### config.mk
export PLATFORM = sky130hd
export DESIGN_NAME = accel_cmd_arbiter
export DESIGN_NICKNAME = d
export VERILOG_FILES = /design/src/rtl/accel_cmd_arbiter.sv
export SDC_FILE = /design/constraint.sdc
export NUM_CORES = 1
export LEC_CHECK = 0
export CELL_PAD_IN_SITES_DETAIL_PLACEMENT = 1
export CELL_PAD_IN_SITES_GLOBAL_PLACEMENT = 1
export CORE_AREA = 4 4 203 205
export CTS_BUF_LIST = sky130_fd_sc_hd__clkbuf_4 sky130_fd_sc_hd__clkbuf_8 sky130_fd_sc_hd__clkbuf_16
export DETAILED_ROUTE_END_ITERATION = 10
export DIE_AREA = 0 0 207 209
export DONT_BUFFER_PORTS = 1
export PLACE_DENSITY = 0.46
export SETUP_SLACK_MARGIN = 0.02
export SLEW_MARGIN = 20
export SYNTH_ARGS = -nofsm -noshare
export SYNTH_HDL_FRONTEND = slang
export SYNTH_SLANG_ARGS = --single-unit
### constraint.sdc
create_clock -name clk -period 8.5 [get_ports clk]
set_clock_uncertainty 0.2 [all_clocks]
set_input_delay 1.7 -clock clk [delete_from_list [all_inputs] [get_ports clk]]
set_output_delay 1.7 -clock clk [all_outputs]
set_load 0.05 [all_outputs]
### src/rtl/accel_cmd_arbiter.sv
// accel_cmd_arbiter: round-robin datamover command arbiter with in-order status return and per-channel irq registers
module accel_cmd_arbiter #(
    parameter int C_NUM_CHANNELS     = 4,
    parameter int C_CMD_WIDTH        = 72,
    parameter int C_STS_WIDTH        = 8,
    parameter int C_MAX_OUTSTANDING  = 8,
    parameter int C_S_AXI_ADDR_WIDTH = 32,
    parameter int C_S_AXI_DATA_WIDTH = 32
) (
    input  logic                                   clk,
    input  logic                                   rst,
    input  logic [C_NUM_CHANNELS*C_CMD_WIDTH-1:0]  s_cmd_tdata,
    input  logic [C_NUM_CHANNELS-1:0]              s_cmd_tvalid,
    output logic [C_NUM_CHANNELS-1:0]              s_cmd_tready,
    output logic [C_CMD_WIDTH-1:0]                 m_cmd_tdata,
    output logic                                   m_cmd_tvalid,
    input  logic                                   m_cmd_tready,
    input  logic [C_STS_WIDTH-1:0]                 s_sts_tdata,
    input  logic                                   s_sts_tvalid,
    output logic                                   s_sts_tready,
    output logic [C_STS_WIDTH-1:0]                 m_sts_tdata,
    output logic [C_NUM_CHANNELS-1:0]              m_sts_tvalid,
    input  logic [C_NUM_CHANNELS-1:0]              m_sts_tready,
    input  logic [C_S_AXI_ADDR_WIDTH-1:0]          set_addr,
    input  logic [C_S_AXI_DATA_WIDTH-1:0]          set_data,
    input  logic                                   set_stb,
    input  logic [C_S_AXI_ADDR_WIDTH-1:0]          get_addr,
    output logic [C_S_AXI_DATA_WIDTH-1:0]          get_data,
    output logic                                   irq
);
    localparam int N  = C_NUM_CHANNELS;
    localparam int GW = $clog2(N);
    localparam int PW = $clog2(C_MAX_OUTSTANDING);
    localparam int DW = C_S_AXI_DATA_WIDTH;

    typedef enum logic {IDLE, SEND} state_t;

    state_t                 state;
    logic [GW-1:0]          grant, last_grant, pick, head;
    logic [C_CMD_WIDTH-1:0] cmd_data;
    logic [GW-1:0]          fifo [C_MAX_OUTSTANDING];
    logic [PW-1:0]          wr_ptr, rd_ptr;
    logic [PW:0]            count;
    logic [N-1:0]           pending, mask;
    logic [DW-1:0]          err_count;
    logic                   full, empty, take, push, pop, sts_err;
    logic                   wr_pend, wr_mask, wr_err;
    logic                   unused_bits;

    // lowest valid channel above last_grant wins, otherwise wrap to lowest valid overall
    always_comb begin
        pick = '0;
        for (int j = N - 1; j >= 0; j--)
            if (s_cmd_tvalid[j]) pick = GW'(j);
        for (int j = N - 1; j >= 0; j--)
            if (s_cmd_tvalid[j] && GW'(j) > last_grant) pick = GW'(j);
    end

    assign full         = count == (PW+1)'(C_MAX_OUTSTANDING);
    assign empty        = count == '0;
    assign take         = !rst && state == IDLE && |s_cmd_tvalid && !full;
    assign push         = state == SEND && m_cmd_tready;
    assign head         = fifo[rd_ptr];
    assign s_sts_tready = !empty && m_sts_tready[head];
    assign pop          = s_sts_tvalid && s_sts_tready;
    assign s_cmd_tready = take ? (N'(1) << pick) : '0;
    assign m_cmd_tvalid = state == SEND;
    assign m_cmd_tdata  = cmd_data;
    assign m_sts_tvalid = (!empty && s_sts_tvalid) ? (N'(1) << head) : '0;
    assign m_sts_tdata  = s_sts_tdata;
    assign sts_err      = !s_sts_tdata[7] || |s_sts_tdata[6:4];
    assign wr_pend      = set_stb && set_addr[3:2] == 2'd0;
    assign wr_mask      = set_stb && set_addr[3:2] == 2'd1;
    assign wr_err       = set_stb && set_addr[3:2] == 2'd3;
    assign irq          = |(pending & mask);
    assign unused_bits  = ^{set_addr, get_addr, set_data};

    assign get_data = get_addr[3:2] == 2'd0 ? DW'(pending) :
                      get_addr[3:2] == 2'd1 ? DW'(mask)    :
                      get_addr[3:2] == 2'd2 ? DW'(count)   : err_count;

    always_ff @(posedge clk)
        if (push) fifo[wr_ptr] <= grant;

    always_ff @(posedge clk or posedge rst) begin
        if (rst) begin
            state      <= IDLE;
            grant      <= '0;
            last_grant <= GW'(N - 1);
            cmd_data   <= '0;
            wr_ptr     <= '0;
            rd_ptr     <= '0;
            count      <= '0;
            pending    <= '0;
            mask       <= '0;
            err_count  <= '0;
        end else begin
            if (take) begin
                state    <= SEND;
                grant    <= pick;
                cmd_data <= s_cmd_tdata[pick*C_CMD_WIDTH +: C_CMD_WIDTH];
            end
            if (push) begin
                state      <= IDLE;
                last_grant <= grant;
                wr_ptr     <= wr_ptr + 1'b1;
            end
            if (pop) rd_ptr <= rd_ptr + 1'b1;
            count     <= count + (PW+1)'(push) - (PW+1)'(pop);
            // a status arriving in the same cycle as its W1C keeps the bit set
            pending   <= (pending & ~(wr_pend ? set_data[N-1:0] : '0)) | (pop ? (N'(1) << head) : '0);
            mask      <= wr_mask ? set_data[N-1:0] : mask;
            err_count <= wr_err ? '0 : (pop && sts_err && err_count != '1) ? err_count + 1'b1 : err_count;
        end
    end
endmodule

==> qor_table.md <==
| Parameter | Value | Unit |
| --- | --- | --- |
| Result of the run | complete, no violations | - |
| Vias in the first global route | 8398 | - |
| Clock period minus worst slack | 5.44 | ns |
| Count of inserted antenna diode cells | 0 | - |
| Mapped Cells | 1167 | - |
| Summed area of non-filler cells in the final layout | 9750 | um^2 |
| Count of nets after finishing | 1525 | - |
| Start-to-end type of the worst setup path | primary input to primary output | - |
| Buf/Inv on CP | 0 | - |
| Core occupancy in the finished layout | 0.247 | - |
| Count of state elements after synthesis | 143 | - |
| Number of port buffers | 0 | - |
| Clock Sinks | 143 | - |
| Routed WL | 33300 | um |
| # resized after CTS | 0 | - |
| Final Max Tran Viols | 0 | - |
| Vertical die dimension | 209 | um |
| Number of top-level pins | 528 | - |
| Clock tree root buffer cell | sky130_fd_sc_hd__clkbuf_16 | - |
| Post-synth design cell area | 8710 | um^2 |
| Maximum root-to-sink buffer count | 2 | - |
| Starting DRC count in detailed routing | 405 | - |
| Post-route ant nets | 0 | - |
| Hold WC Path Type | flop to flop | - |
| Number of clock buffers inserted by TritonCTS | 17 | - |
| First-pass GRT wire length | 51200 | um |
| Peak VDD IR | 0.122 | mV |
| Total via count in the routed design | 7815 | - |
| Routed wire per std cell | 20.2 | um |
| WP data arrival | 3.54 | ns |
| Fin crit share | 0.640 | - |
| FP Rows | 73 | - |
| Pin slew with the least headroom to its limit | 1.10 | ns |
| Final Power | 3.89 | mW |
| CTS HTree Levels | 4 | - |
| Crit path largest cell delay | 0.78 | ns |
| Pin count of the biggest net entering global routing | 117 | - |
| Total setup buffers inserted after CTS | 0 | - |
| Detailed-router iteration count before antenna repair | 4 | - |
| Required time of the critical path | 6.60 | ns |
| Placeable core region | 39500 | um^2 |
| HPWL after DPL | 25100 | um |
| Source-to-sink clock delay at the later pin of the worst-skew pair | 0.44 | ns |
| Endpoint kind of the worst setup timing path | primary output | - |
| Highest attainable clock frequency | 184 | MHz |
| Synthesized net count | 1582 | - |
| Cell with the largest stage delay on the worst path | sky130_fd_sc_hd__nor2b_1 | - |
| Library cell occupying the most area in the post-synthesis netlist | sky130_fd_sc_hd__dfrtp_1 | - |
| Family with the most delay on the worst path | simple AND/OR/NAND/NOR gates | - |
| Rel. slew slack | 0.267 | - |
| Post-DP Area | 9140 | um^2 |
| Number of antenna violations at the first check in global routing | 2 | - |
| Final Hold Fails | 0 | - |
| Number of flops mapped to enable cells by yosys | 16 | - |
| Tot GR Track Use | 0.151 | - |
| Synth unique cells | 52 | - |
| Post-synthesis sequential area ratio | 0.420 | - |
| Register area | 3660 | um^2 |
| Die Area | 43300 | um^2 |
| Layout cells sized above 1 | 0.0668 | - |
| Max-capacitance violation count | 0 | - |
| Total global routing overflow | 0 | - |
| Cell types with the largest area share after synthesis | sky130_fd_sc_hd__dfrtp_1, sky130_fd_sc_hd__nand2_1, sky130_fd_sc_hd__o21ai_0 | - |
| Post-synthesis async set-or-reset flop share | 0.888 | - |
| Final GP Congestion | 0.830 | - |
| Leakage power total | 4.38 | nW |
| Startpoint Class | primary input | - |
| Setup Total Neg Slack | 0 | ns |
| Final worst hold slack | 0.339 | ns |
| Top FF cell, synth | sky130_fd_sc_hd__dfrtp_1 | - |
| Synthesized area per cell | 7.47 | um^2 |
| GR met1 Demand/Resource | 0.182 | - |
| Post-detailed-route DRC marker count | 0 | - |
| Highest-utilization routing layer at the global route stage | met2 | - |
| Effective utilization at floorplan | 0.221 | - |
| Count of yosys warnings during synthesis | 0 | - |
| Critical-path cell list | a21boi_0 > and2_1 > nor2b_1 | - |
| Global-route track usage on met2 | 0.259 | - |
| Power Dens Cells | 399 | nW/um^2 |
| TritonCTS clock tree | built | - |
| Combined area of the multi-input logic cells | 4690 | um^2 |
| Global-route track usage on met3 | 0.0549 | - |
| Via-per-instance ratio | 4.74 | - |
| Die W | 207 | um |
| Clock slew at the register clock pins of the worst setup and hold paths | 0.06 | ns |
| Unrepaired setup endpoints after global routing | false | - |
| Maximum fanout along the worst path | 6 | - |
| Fill count | 4800 | - |
| Number of buffers added to fix hold violations after cts | 0 | - |
| Synth-to-Final Area Change | 11.8 | % |
| Total setup violations reported at the end of the flow | 0 | - |
| Area share of the largest cell type after synthesis | 0.359 | - |
## synth_stat cells (all sizes together), types with 13 or more instances
cell	number
nand3	95
xor2	13
clkbuf	69
a21oi	20
and3	38
inv	13
nor2	22
nand2	461
edfxtp	16
buf	18
dfrtp	125
o21ai	157
## layer usage
metal / vias to the layer above / part of all wire
li1: 3809 / -
met1: 3738 / 0.42
met2: 249 / 0.50
met3: 19 / 0.072
met4: 0 / 0.011
met5: - / 0
## cell families (layout without fill, tap and decap cells)
| logic type | Yosys count | in the layout | share of synthesized area |
|---|---|---|---|
| adder cells (fa/ha/maj) | 10 | 10 | 0.0152 |
| buffers and inverters | 100 | 56 | 0.0468 |
| XOR/XNOR | 20 | 20 | 0.0201 |
| flip-flops | 143 | 143 | 0.420 |
| AND/OR/NAND/NOR | 671 | 671 | 0.334 |
| AO/OA/AOI/OAI | 200 | 200 | 0.122 |
| multiplexers | 23 | 23 | 0.0412 |
## layout make-up
| class | instances | share of cell area |
|---|---|---|
| Multi-Input combinational cell | 924 | 0.481 |
| Sequential cell | 143 | 0.376 |
| Tap cell | 525 | 0.0674 |
| Clock buffer | 20 | 0.0460 |
| Clock inverter | 12 | 0.0137 |
| Timing Repair Buffer | 11 | 0.0105 |
| Inverter | 13 | 0.00539 |
## worst paths after layout
kind                                       startpoint  slack (ns)                     endpoint  depth (start not counted)
worst max-delay path                     s_sts_tvalid        3.06              m_sts_tvalid[2]                          3
worst min-delay path              mask[2]$_DFFE_PP0P_        0.34          mask[2]$_DFFE_PP0P_                          1
worst max register to register  rd_ptr[1]$_DFFE_PP0P_        4.70           count[2]$_DFF_PP0_                         10
worst min register to register    mask[2]$_DFFE_PP0P_        0.34          mask[2]$_DFFE_PP0P_                          1
max in group asynchronous                         rst        5.18  m_cmd_tdata[64]$_DFFE_PP0P_                          3
min in group asynchronous                         rst        0.99     m_cmd_tvalid$_DFFE_PP0P_                          1
## metrics by stage
stage	setup slack [ns]	instances
after CTS	2.99	1647
after floorplan	1.44	1167
after global placement	3.03	1615
after detailed placement	2.99	1615
final	3.06	1648
after global routing	2.92	1648
## power by group
group / internal (mW) / switching (mW)
Clock: 0.444 / 0.323
Combinational: 0.436 / 0.908
Sequential: 0.927 / 0.855
## sequential cells by signal, indices dropped and copies added (netlist names)
signal,count
m_cmd_tdata,72
err_count,32
fifo,16
count,4
mask,4
pending,4
rd_ptr,3
wr_ptr,3
grant,2
last_grant,2
m_cmd_tvalid,1
## cell usage in the layout, fill, tap and decap left out, drive strengths merged, types with 6 or more instances in the layout
cell type,n
mux2,10
o21ai,157
or4,8
inv,16
and3,38
nor3,6
a21oi,20
xnor2,7
nand4,6
nand3,95
dfrtp,125
mux4,8
xor2,13
buf,11
edfxtp,16
ha,9
clkbuf,20
nor2,22
or3,7
nand2,461
No activity file was read; power rests on OpenSTA's default activity.
